<file path="src/rtl/pes_seq_serializer_if.sv">
// Parallel-word handshake and serial output bundle for pes_seq_serializer.
interface pes_seq_serializer_if #(
  parameter int WIDTH = 8
);
  logic [WIDTH-1:0] data_in;
  logic             data_valid;
  logic             data_ready;
  logic             sequence_out;
  logic             bit_valid;
  logic             busy;
  logic             frame_done;

  modport master (
    output data_in, data_valid,
    input  data_ready, sequence_out, bit_valid, busy, frame_done
  );

  modport slave (
    input  data_in, data_valid,
    output data_ready, sequence_out, bit_valid, busy, frame_done
  );
endinterface

</file>
<file path="src/rtl/pes_seq_serializer.sv">
// Word-to-bit serializer with shifter plus one-word holding register.
// Optional even-parity trailer bit enabled by defining PES_SEQ_PARITY_EN.
module pes_seq_serializer #(
  parameter int WIDTH     = 8,
  parameter int MSB_FIRST = 1,
  parameter bit IDLE_BIT  = 1'b0
) (
  input  logic               clock,
  input  logic               reset,
  pes_seq_serializer_if.slave bus
);

`ifdef PES_SEQ_PARITY_EN
  localparam int FRAME_LEN = WIDTH + 1;
`else
  localparam int FRAME_LEN = WIDTH;
`endif
  localparam int            CW   = $clog2(FRAME_LEN);
  localparam logic [CW-1:0] LAST = CW'(FRAME_LEN - 1);

  typedef enum logic {IDLE, SHIFT} state_t;

  state_t           state, state_n;
  logic [CW-1:0]    cnt, cnt_n;
  logic [WIDTH-1:0] sh, sh_n;
  logic [WIDTH-1:0] hold, hold_n;
  logic             hold_full, hold_full_n;
  logic             seq_q, seq_n;
  logic             bv_q, bv_n;
  logic             fd_q, fd_n;
  logic             xfer, needs_word, load, head;
  logic [WIDTH-1:0] load_word;
`ifdef PES_SEQ_PARITY_EN
  logic             par, par_n;
`endif

  always_ff @(posedge clock) begin
    if (reset) begin
      state     <= IDLE;
      cnt       <= '0;
      sh        <= '0;
      hold      <= '0;
      hold_full <= 1'b0;
      seq_q     <= IDLE_BIT;
      bv_q      <= 1'b0;
      fd_q      <= 1'b0;
`ifdef PES_SEQ_PARITY_EN
      par       <= 1'b0;
`endif
    end else begin
      state     <= state_n;
      cnt       <= cnt_n;
      sh        <= sh_n;
      hold      <= hold_n;
      hold_full <= hold_full_n;
      seq_q     <= seq_n;
      bv_q      <= bv_n;
      fd_q      <= fd_n;
`ifdef PES_SEQ_PARITY_EN
      par       <= par_n;
`endif
    end
  end

  always_comb begin
    state_n     = state;
    cnt_n       = cnt;
    sh_n        = sh;
    hold_n      = hold;
    hold_full_n = hold_full;
    load        = 1'b0;
    load_word   = hold;
`ifdef PES_SEQ_PARITY_EN
    par_n       = par;
`endif
    xfer       = bus.data_valid && !hold_full;
    needs_word = (state == IDLE) || (cnt == LAST);

    if (needs_word) begin
      if (hold_full) begin
        load        = 1'b1;
        load_word   = hold;
        hold_full_n = 1'b0;
      end else if (xfer) begin
        // bypass: word goes straight into the shifter, hold stays empty
        load      = 1'b1;
        load_word = bus.data_in;
      end else begin
        state_n = IDLE;
        cnt_n   = '0;
      end
    end else begin
      cnt_n = cnt + CW'(1);
      sh_n  = (MSB_FIRST != 0) ? (sh << 1) : (sh >> 1);
      if (xfer) begin
        hold_n      = bus.data_in;
        hold_full_n = 1'b1;
      end
    end

    if (load) begin
      state_n = SHIFT;
      cnt_n   = '0;
      sh_n    = load_word;
`ifdef PES_SEQ_PARITY_EN
      par_n   = ^load_word;
`endif
    end

    // output bit is registered, so it is decoded from next-state values
    head  = (MSB_FIRST != 0) ? sh_n[WIDTH-1] : sh_n[0];
    seq_n = IDLE_BIT;
    if (state_n == SHIFT) begin
      seq_n = head;
`ifdef PES_SEQ_PARITY_EN
      if (cnt_n == CW'(WIDTH)) seq_n = par_n;
`endif
    end
    bv_n = (state_n == SHIFT);
    fd_n = (state_n == SHIFT) && (cnt_n == LAST);
  end

  assign bus.data_ready   = !hold_full;
  assign bus.busy         = (state == SHIFT) || hold_full;
  assign bus.sequence_out = seq_q;
  assign bus.bit_valid    = bv_q;
  assign bus.frame_done   = fd_q;

endmodule

</file>
<file path="src/flat_wrapper.sv">
// flat-port wrapper written by rule: the top's interface ports become plain ports
module pes_seq_serializer_flat 
#(
  parameter int WIDTH     = 8,
  parameter int MSB_FIRST = 1,
  parameter bit IDLE_BIT  = 1'b0
)
  (clock, reset, bus_data_in, bus_data_valid, bus_data_ready, bus_sequence_out, bus_bit_valid, bus_busy, bus_frame_done);
  pes_seq_serializer_if #(.WIDTH(WIDTH)) bus_i ();
  input  logic clock;
  input  logic reset;
  input wire logic [$bits(bus_i.data_in)-1:0] bus_data_in;
  input wire logic [$bits(bus_i.data_valid)-1:0] bus_data_valid;
  output wire logic [$bits(bus_i.data_ready)-1:0] bus_data_ready;
  output wire logic [$bits(bus_i.sequence_out)-1:0] bus_sequence_out;
  output wire logic [$bits(bus_i.bit_valid)-1:0] bus_bit_valid;
  output wire logic [$bits(bus_i.busy)-1:0] bus_busy;
  output wire logic [$bits(bus_i.frame_done)-1:0] bus_frame_done;
  assign bus_i.data_in = bus_data_in;
  assign bus_i.data_valid = bus_data_valid;
  assign bus_data_ready = bus_i.data_ready;
  assign bus_sequence_out = bus_i.sequence_out;
  assign bus_bit_valid = bus_i.bit_valid;
  assign bus_busy = bus_i.busy;
  assign bus_frame_done = bus_i.frame_done;
  pes_seq_serializer #(.WIDTH(WIDTH), .MSB_FIRST(MSB_FIRST), .IDLE_BIT(IDLE_BIT)) u_core (.clock(clock), .reset(reset), .bus(bus_i));
endmodule
</file>
<file path="config.mk">
export PLATFORM = sky130hd
export DESIGN_NAME = pes_seq_serializer_flat
export DESIGN_NICKNAME = d
export VERILOG_FILES = /design/src/rtl/pes_seq_serializer_if.sv /design/src/rtl/pes_seq_serializer.sv /design/src/flat_wrapper.sv
export SDC_FILE = /design/constraint.sdc
export NUM_CORES = 1
export LEC_CHECK = 0
export CAP_MARGIN = 20
export CORE_MARGIN = 10
export CORE_UTILIZATION = 48
export DETAILED_ROUTE_END_ITERATION = 8
export GPL_ROUTABILITY_DRIVEN = 1
export PLACE_DENSITY = 0.81
export SYNTH_ARGS = -nofsm -noshare
export SYNTH_HDL_FRONTEND = slang
export SYNTH_SLANG_ARGS = --single-unit
</file>
<file path="constraint.sdc">
create_clock -name clock -period 3.55 [get_ports clock]
set_clock_uncertainty 0.1 [all_clocks]
set_input_delay 0.71 -clock clock [delete_from_list [all_inputs] [get_ports clock]]
set_output_delay 0.71 -clock clock [all_outputs]
set_load 0.05 [all_outputs]
</file>
=== Yosys cells after proc, flatten, opt, wreduce, memory -nomap -nowiden ===
Cells that the tools add are included.

* Bits in registers: 23

* Eq/ne operators: 3
* $add $sub $neg: 1
* Bitwise logic cells: 2
* Muxes and demuxes: 16
* Reduce and logical (&&, ||, !) cells: 7

{| class="wikitable"
|+ Operator list
! kind !! number
|-
| 2-to-1 mux 8 bit || 5
|-
| 2-to-1 mux 3 bit || 4
|-
| 2-to-1 mux 1 bit || 7
|-
| equality test 3 bit, second input constant || 2
|-
| OR reduction 2 bit || 2
|-
| adder 3 x 1 -> 3 bit, second input constant || 1
|-
| logical AND 1 bit || 2
|-
| logical OR 1 bit || 2
|-
| != test 2 bit, second input constant || 1
|-
| inverter 1 bit || 2
|-
| zero test 1 bit || 1
|}

=== Depth between registers and ports, before layout ===
Gate-level depths: netlist of the first run.

* Depth after elaboration: 8
* Depth in mapped cells: 8
* Depth with buffers taken out: 6

=== Worst setup path after synthesis of the first run ===
No wires, ideal clock.

* Path kind: reg2out
* Start: reg, netlist name u_core.bus.bit_valid
* End: out bus_busy
* Slack: 1.740 ns
* Cell stages (with the launch flop): 2
* Arrival: 1.000 ns
* Data required time: 2.740 ns
* Path buffers: 0
* Cells stage by stage: dfxtp_1 -> or2_2

{| class="wikitable"
|+ RTL lines
! what !! RTL line !! text
|-
| end: declaration || flat_wrapper.sv:17 || <nowiki>output wire logic [$bits(bus_i.busy)-1:0] bus_busy;</nowiki>
|}

=== Final worst setup path of the first run ===
* Start: reg u_core.hold_full
* End: out bus_data_ready

* Word-level cells in the longest chain between the ends: 1

{| class="wikitable"
|+ Ends and longest elaborated chain
! what !! RTL line !! text
|-
| start: declaration || pes_seq_serializer.sv:27 || <nowiki>logic hold_full, hold_full_n;</nowiki>
|-
| start signal: assignment || pes_seq_serializer.sv:55 || <nowiki>hold_full <= hold_full_n;</nowiki>
|-
| zero test 1 bit || pes_seq_serializer.sv:123 || <nowiki>assign bus.data_ready = !hold_full;</nowiki>
|-
| end: declaration || flat_wrapper.sv:14 || <nowiki>output wire logic [$bits(bus_i.data_ready)-1:0] bus_data_ready;</nowiki>
|}

No other way between the ends.

==> results of run 1 <==
## sequential cells by signal (all words and copies together) (netlist names)
signal                   cells
u_core.bus.bit_valid         1
u_core.bus.frame_done        1
u_core.bus.sequence_out      1
u_core.cnt                   3
u_core.hold                  8
u_core.hold_full             1
u_core.sh                    7
## metrics by stage
step                setup slack, ns  std cells  cell area, um2  hold WS [ns]  power [mW]
floorplan                      1.74         99             953         0.324       0.331
global placement               1.15        133            1080         0.336       0.351
detailed placement             1.09        133            1080         0.347       0.353
CTS                           0.961        136            1100         0.362       0.457
global route                  0.901        136            1100         0.386       0.477
finish                        0.970        136            1100         0.361       0.450
## per-layer routing
layer  GRT usage, %  vias to the layer above  wire [um]
met5              0                        -          0
met4           5.35                        0         24
li1               -                      359          -
met3           3.44                        2         72
met2           15.1                       12        879
met1           9.68                      332        781
## layout by cell type, fill, tap and decap left out, drive strengths merged
master          n
o211ai          7
nand2          14
mux2i          15
clkbuf          3
dfxtp          22
or2             1
nand2b          1
nor3b           2
inv             1
nor3            4
and3            1
nor2           11
nor2b           1
o211a           1
clkdlybuf4s50  15
ha              2
a21oi           7
and3b           1
## final timing paths
| path | depth (start not counted) | endpoint |
|---|---|---|
| worst max-delay path | 2 | bus_data_ready |
| worst min-delay path | 1 | u_core.cnt[0] |
| worst max register to register | 6 | u_core.hold[3] |
| worst min register to register | 1 | u_core.cnt[0] |
## logic make-up (layout without fill, tap and decap cells)
| logic type | Yosys count | count (layout) | synth area share, % |
|---|---|---|---|
| and+or+nand+nor | 36 | 36 | 18.4 |
| DFF | 22 | 22 | 46.2 |
| AOI/OAI and AO/OA | 15 | 15 | 10.2 |
| muxes | 15 | 15 | 15.7 |
| buffers and inverters | 9 | 19 | 6.82 |
| adders and majority gates | 2 | 2 | 2.62 |
## final cells by class
type	instances	area share (%)
multi-input cells	68	40.8
repair buffers	15	13.7
well taps	27	3.08
flip-flops and latches	22	40.1
clock buffers	3	2.05
inverters	1	0.342
## power by group through the flow
stage / logic, mW / registers [mW] / clock network, mW
5_1_grt: 0.0869 / 0.269 / 0.121
3_5_place_dp: 0.0802 / 0.273 / 0
4_1_cts: 0.0805 / 0.267 / 0.109
2_1_floorplan: 0.0552 / 0.276 / 0
6_report: 0.0796 / 0.268 / 0.103
3_3_place_gp: 0.0782 / 0.272 / 0
==> impl_results.md, run 1 <==
* Number of buffers and inverters on the critical path at 2
* Hold wc startpoint: u_core.cnt[0]
* Reg2Reg Setup Slack at 1.73 ns
* DIE HEIGHT at 64.6 um
* Arrival @ worst endpoint at around 1.8 ns
* Fraction of power spent switching nets at 25.5%
* Area used by multi-input combinational logic at 448 um2
* Average size of a mapped cell at 9.63 um2
* Number of synthesized register bits at 22
* GRT Resource Usage Total at a little under a tenth
* Category of the worst setup path launch point: flip-flop
* Crit path cell chain: inv_2 > clkdlybuf4s50_1
* Time the final worst path needs with I/O delays and setup at between 2 and 3 ns
* Class of the worst hold path: flip-flop to flip-flop
* Max-slew violations at 0
* PortBufs at 15
* CTS tree: built
* Count of distinct cell types in the synthesized netlist at 22
* Post-layout utilization of the core at a little under three fifths
* Switching component of the power at ~110 uW
* Area leader, netlist: sky130_fd_sc_hd__dfxtp_1
* Synth cell count leaders: sky130_fd_sc_hd__dfxtp_1 (22), sky130_fd_sc_hd__mux2i_1 (15), sky130_fd_sc_hd__nand2_1 (14)
* Critical path's slowest cell: sky130_fd_sc_hd__clkdlybuf4s50_1
* Required time of the critical path at 2.74 ns
* Core region area at roughly 0.0019 mm2
* Maximum net fanout on the critical path at 14
* H-tree level count at 1
* Yosys synthesis warning count at 0
* IR Drop Worst-Case VDD at 214 uV
* Kind of critical path: flip-flop to output port
* RSZ-0062 raised after global routing: no
* Average routed wire per standard cell at approximately 13 um
* Number of iterations in the first detailed-routing pass at 4
* Wire length of the first global-routing pass at 3.12 mm
* Combinational share of power at 17.7%
* Worst max-slew margin expressed relative to the limit at about 54%
* Violation count after the first detailed-route iteration at 9
* Area taken by flip-flops and latches at 440 um2
* Routability-driven placement congestion ratio at about 0.74
* Main flop type after synthesis: sky130_fd_sc_hd__dfxtp_1
* Fillers at slightly below 200
* Part of the power in the clock network at 22.9%
* Sequential element share of the synthesized area at 46.2%
* CP Launch Point: u_core.hold_full
* Ant diodes at 0
* Status: finished clean
* Width of the die at 64.6 um
* Power Dens Cells at around 410 mW/mm2
* Share of Yosys cell area claimed by the top area cell type at between 40 and 50%
* Synthesis-to-finish area growth at 15.2%
* Global-route congestion overflow total at 0
* Hold buffer count at CTS at 0
* # resized after CTS at 0
* Period Utilization, post-route at ~73%
* Floorplan die area at between 0.004 and 0.005 mm2
* Post-synthesis net count at 112
* HPWL after DPL at ~1.3 mm
* Antenna violations before repair at 0
* Net count, final at approximately 120
* Total setup buffers inserted after CTS at 0
* Starting density of the core at between 40% and 50%
* Number of global-route vias before repair at roughly 710
* Leakage power figure at about 0.45 nW
* Post-detailed-route count of antenna-violating nets at 0
* Number of max-capacitance violations reported at 0
* Layout cells sized above 1 at 6.42%
* Fraction of synthesis flops using an asynchronous set or reset pin at 0%
* Maximum number of pins on one net before global-route repair at 21
* # rows at 16
* Maximum clock frequency at 388 MHz
* Top-count cell post-synth: sky130_fd_sc_hd__dfxtp_1
* Launch point of the worst reg-to-reg path: u_core.cnt[0]
* Post-route DRC violation count at 0
* Worst-case clock buffer depth at 2
* Count of flip-flops with a built-in enable after synthesis at 0
* Clk_lat worst skew at slightly below 0.3 ns
* Post-Synthesis Cells at 99
* Average vias per placed instance at 5.18
* Clock-pin slew of the registers on the worst-case setup and hold paths at approximately 0.11 ns
* CP endpoint kind: output port
* Synth Cell Area at approximately 950 um2
* Number of placed I/O pins at 16
* Maximum cell stage delay along the critical path at roughly 0.85 ns
* Total via count in the routed design at slightly above 700
* Internal power contribution at between 300 and 400 uW
* Aggregate negative setup slack at 0 ns
* Clock Tree Root: sky130_fd_sc_hd__clkbuf_4
* # setup viols final at 0
* Top post-synthesis cells by area: sky130_fd_sc_hd__dfxtp_1 (46%), sky130_fd_sc_hd__mux2i_1 (16%), sky130_fd_sc_hd__nand2_1 (5.5%), sky130_fd_sc_hd__o211ai_1 (5.5%), sky130_fd_sc_hd__nor2_1 (4.3%)
* Least-Margin Pin Slew at approximately 0.7 ns
* TritonCTS buffer count at 3
* Total routed wirelength at about 1.8 mm
* Category of cells accounting for the largest share of critical-path delay: buffers and inverters
* Count of endpoints failing hold in the final timing report at 0
* Clock sink count at 22
* Fraction of power consumed by sequential logic at 59.4%
No activity file was read; power rests on OpenSTA's default activity.
==> inputs of run 2 (changes only) <==
==> constraint.sdc (replaced) <==
create_clock -name clock -period 2.4 [get_ports clock]
set_clock_uncertainty 0.1 [all_clocks]
set_input_delay 0.48 -clock clock [delete_from_list [all_inputs] [get_ports clock]]
set_output_delay 0.48 -clock clock [all_outputs]
set_load 0.05 [all_outputs]
==> impl_results.md, run 2 (same netlist as run 1, synthesis figures left out) <==
* Antenna violations before repair at 0 (unchanged)
* Post-route DRC violation count at 0 (unchanged)
* Most frequent cells in the layout: sky130_fd_sc_hd__dfxtp_1 (22), sky130_fd_sc_hd__mux2i_1 (15), sky130_fd_sc_hd__nand2_1 (14), sky130_fd_sc_hd__clkdlybuf4s50_1 (14), sky130_fd_sc_hd__nor2_1 (11)
* Layout cells sized above 1 at 9.73% (+3.3 points)
* CP endpoint kind: output port
* Largest register FFs at 8 (unchanged)
* Maximum number of pins on one net before global-route repair at 18 (-14%)
* Clock Tree Root: sky130_fd_sc_hd__clkbuf_4
* Maximum clock frequency at 457 MHz
* # rows at 16 (unchanged)
* Hold buffer count at CTS at 0 (unchanged)
* IR Drop Worst-Case VDD at 397 uV (+85%)
* HPWL after DPL at 1.33 mm (+5.2%)
* Leakage power figure at 0.484 nW (+7.0%)
* Starting density of the core at 49.6% (unchanged)
* Core region area at 0.00192 mm2 (unchanged)
* Met3 track demand over resource in global routing at 2.23% (-1.2 points)
* Wire length of the first global-routing pass at 3.04 mm (-2.4%)
* Synthesis-to-finish area growth at 19.3%
* Category of the worst setup path launch point: flip-flop
* Post-detailed-route count of antenna-violating nets at 0 (unchanged)
* Class of the worst hold path: flip-flop to flip-flop
* Clock sink count at 22 (unchanged)
* Max-slew violations at 0 (unchanged)
* Area used by multi-input combinational logic at 448 um2 (unchanged)
* Busiest layer in global routing: met2
* Arrival @ worst endpoint at 1.61 ns (-0.16 ns)
* PortBufs at 15 (unchanged)
* Average vias per placed instance at 5.14 (-0.93%)
* # setup viols final at 0 (unchanged)
* Maximum net fanout on the critical path at 8 (-6)
* Worst max-slew margin expressed relative to the limit at 66.3% (+12 points)
* H-tree level count at 1 (unchanged)
* Required time of the critical path at 1.82 ns (-0.92 ns)
* RSZ-0062 raised after global routing: no
* Register with the highest flop count: u_core.hold
* Period Utilization, post-route at 91.2%
* TritonCTS buffer count at 3 (unchanged)
* CTS tree: built
* Global-route congestion overflow total at 0 (unchanged)
* Number of max-capacitance violations reported at 0 (unchanged)
* Met1 global-route usage at 9.97% (+0.29 points)
* Most common cell after layout, fill and taps aside: sky130_fd_sc_hd__dfxtp_1
* Average routed wire per standard cell at 13.0 um (+0.46%)
* Kind of critical path: flip-flop to output port
* Aggregate negative setup slack at 0 ns (unchanged)
* Violation count after the first detailed-route iteration at 15 (+6)
* Time the final worst path needs with I/O delays and setup at around 2.2 ns
* Power Dens Cells at 634 mW/mm2 (+55%)
* Area taken by flip-flops and latches at 440 um2 (unchanged)
* Clock-pin slew of the registers on the worst-case setup and hold paths at 0.12 ns (about the same)
* Fillers at 181 (-6.7%)
* DIE HEIGHT at 64.6 um (unchanged)
* Status: finished clean
* Net count, final at 127 (+2.4%)
* Number of iterations in the first detailed-routing pass at 4 (unchanged)
* Clk_lat worst skew at 0.31 ns (+0.02 ns)
* Count of endpoints failing hold in the final timing report at 0 (unchanged)
* Worst-case clock buffer depth at 2 (unchanged)
* Width of the die at 64.6 um (unchanged)
* Worst hold slack at 0.362 ns (+0.000808 ns)
* Total setup buffers inserted after CTS at 0 (unchanged)
* Total routed wirelength at 1.82 mm (+3.4%)
* Number of placed I/O pins at 16 (unchanged)
* Floorplan die area at 0.00417 mm2 (unchanged)
* Routability-driven placement congestion ratio at 0.770 (+4.1%)
* Least-Margin Pin Slew at 0.505 ns (-0.176 ns)
* GRT Resource Usage Total at 8.67% (-0.46 points)
* Number of global-route vias before repair at 726 (+2.7%)
* Ant diodes at 0 (unchanged)
* Global-route met2 utilization at 15.0% (-0.12 points)
* Total via count in the routed design at 719 (+2.0%)
* Largest registers in the final layout: u_core.hold x8, u_core.sh x7, u_core.cnt x3
==> run 2: timing repair <==
action / in CTS / in global routing
gates resized for setup: 0 / 1
endpoints found under the setup margin: 0 / 1
hold endpoints to repair: 0 / 0
==> run 2: critical path: stages, from the launching register on <==
cell,delay [ns]
sky130_fd_sc_hd__dfxtp_1,0.41
sky130_fd_sc_hd__inv_2,0.09
sky130_fd_sc_hd__clkdlybuf4s50_1,0.80
==> run 2: routing by layer <==
metal  vias to the layer above  part of all wire (%)
met2                        14                    48
met4                         0                  0.94
li1                        367                     -
met3                         2                   4.1
met1                       336                    47
met5                         -                     0
==> run 2: per-stage QoR <==
step | instance area, um2 | utilization, % | power, mW | cells | setup slack, ns
floorplan | 953 | - | 0.490 | 99 | 0.663
global placement | 1100 | 57.2 | 0.523 | 136 | 0.390
detailed placement | 1100 | 57.2 | 0.526 | 136 | 0.347
CTS | 1130 | 59.0 | 0.727 | 140 | 0.0339
global route | 1140 | 59.2 | 0.751 | 140 | 0.149
finish | 1140 | 59.2 | 0.721 | 140 | 0.210
==> run 2: power breakdown <==
| group | internal (mW) | switching [mW] |
|---|---|---|
| clock | 0.0926 | 0.112 |
| combinational | 0.0567 | 0.0645 |
| sequential | 0.384 | 0.0113 |
==> run 2: final cells by class <==
cell class              instances  share of cell area [%]
clock buffers                   4                    3.19
inverters                       1                   0.330
well taps                      27                    2.97
repair buffers                 18                    15.4
flip-flops and latches         22                    38.7
multi-input cells              68                    39.4
==> run 2: path summary, 6_finish.rpt <==
path                          from        endpoint  slack (ns)  cells past startpoint
setup / recovery  u_core.hold_full  bus_data_ready        0.21                      2
hold / removal       u_core.cnt[0]   u_core.cnt[0]        0.36                      1
setup reg to reg     u_core.cnt[0]  u_core.hold[7]        0.62                      6
hold reg to reg      u_core.cnt[0]   u_core.cnt[0]        0.36                      1
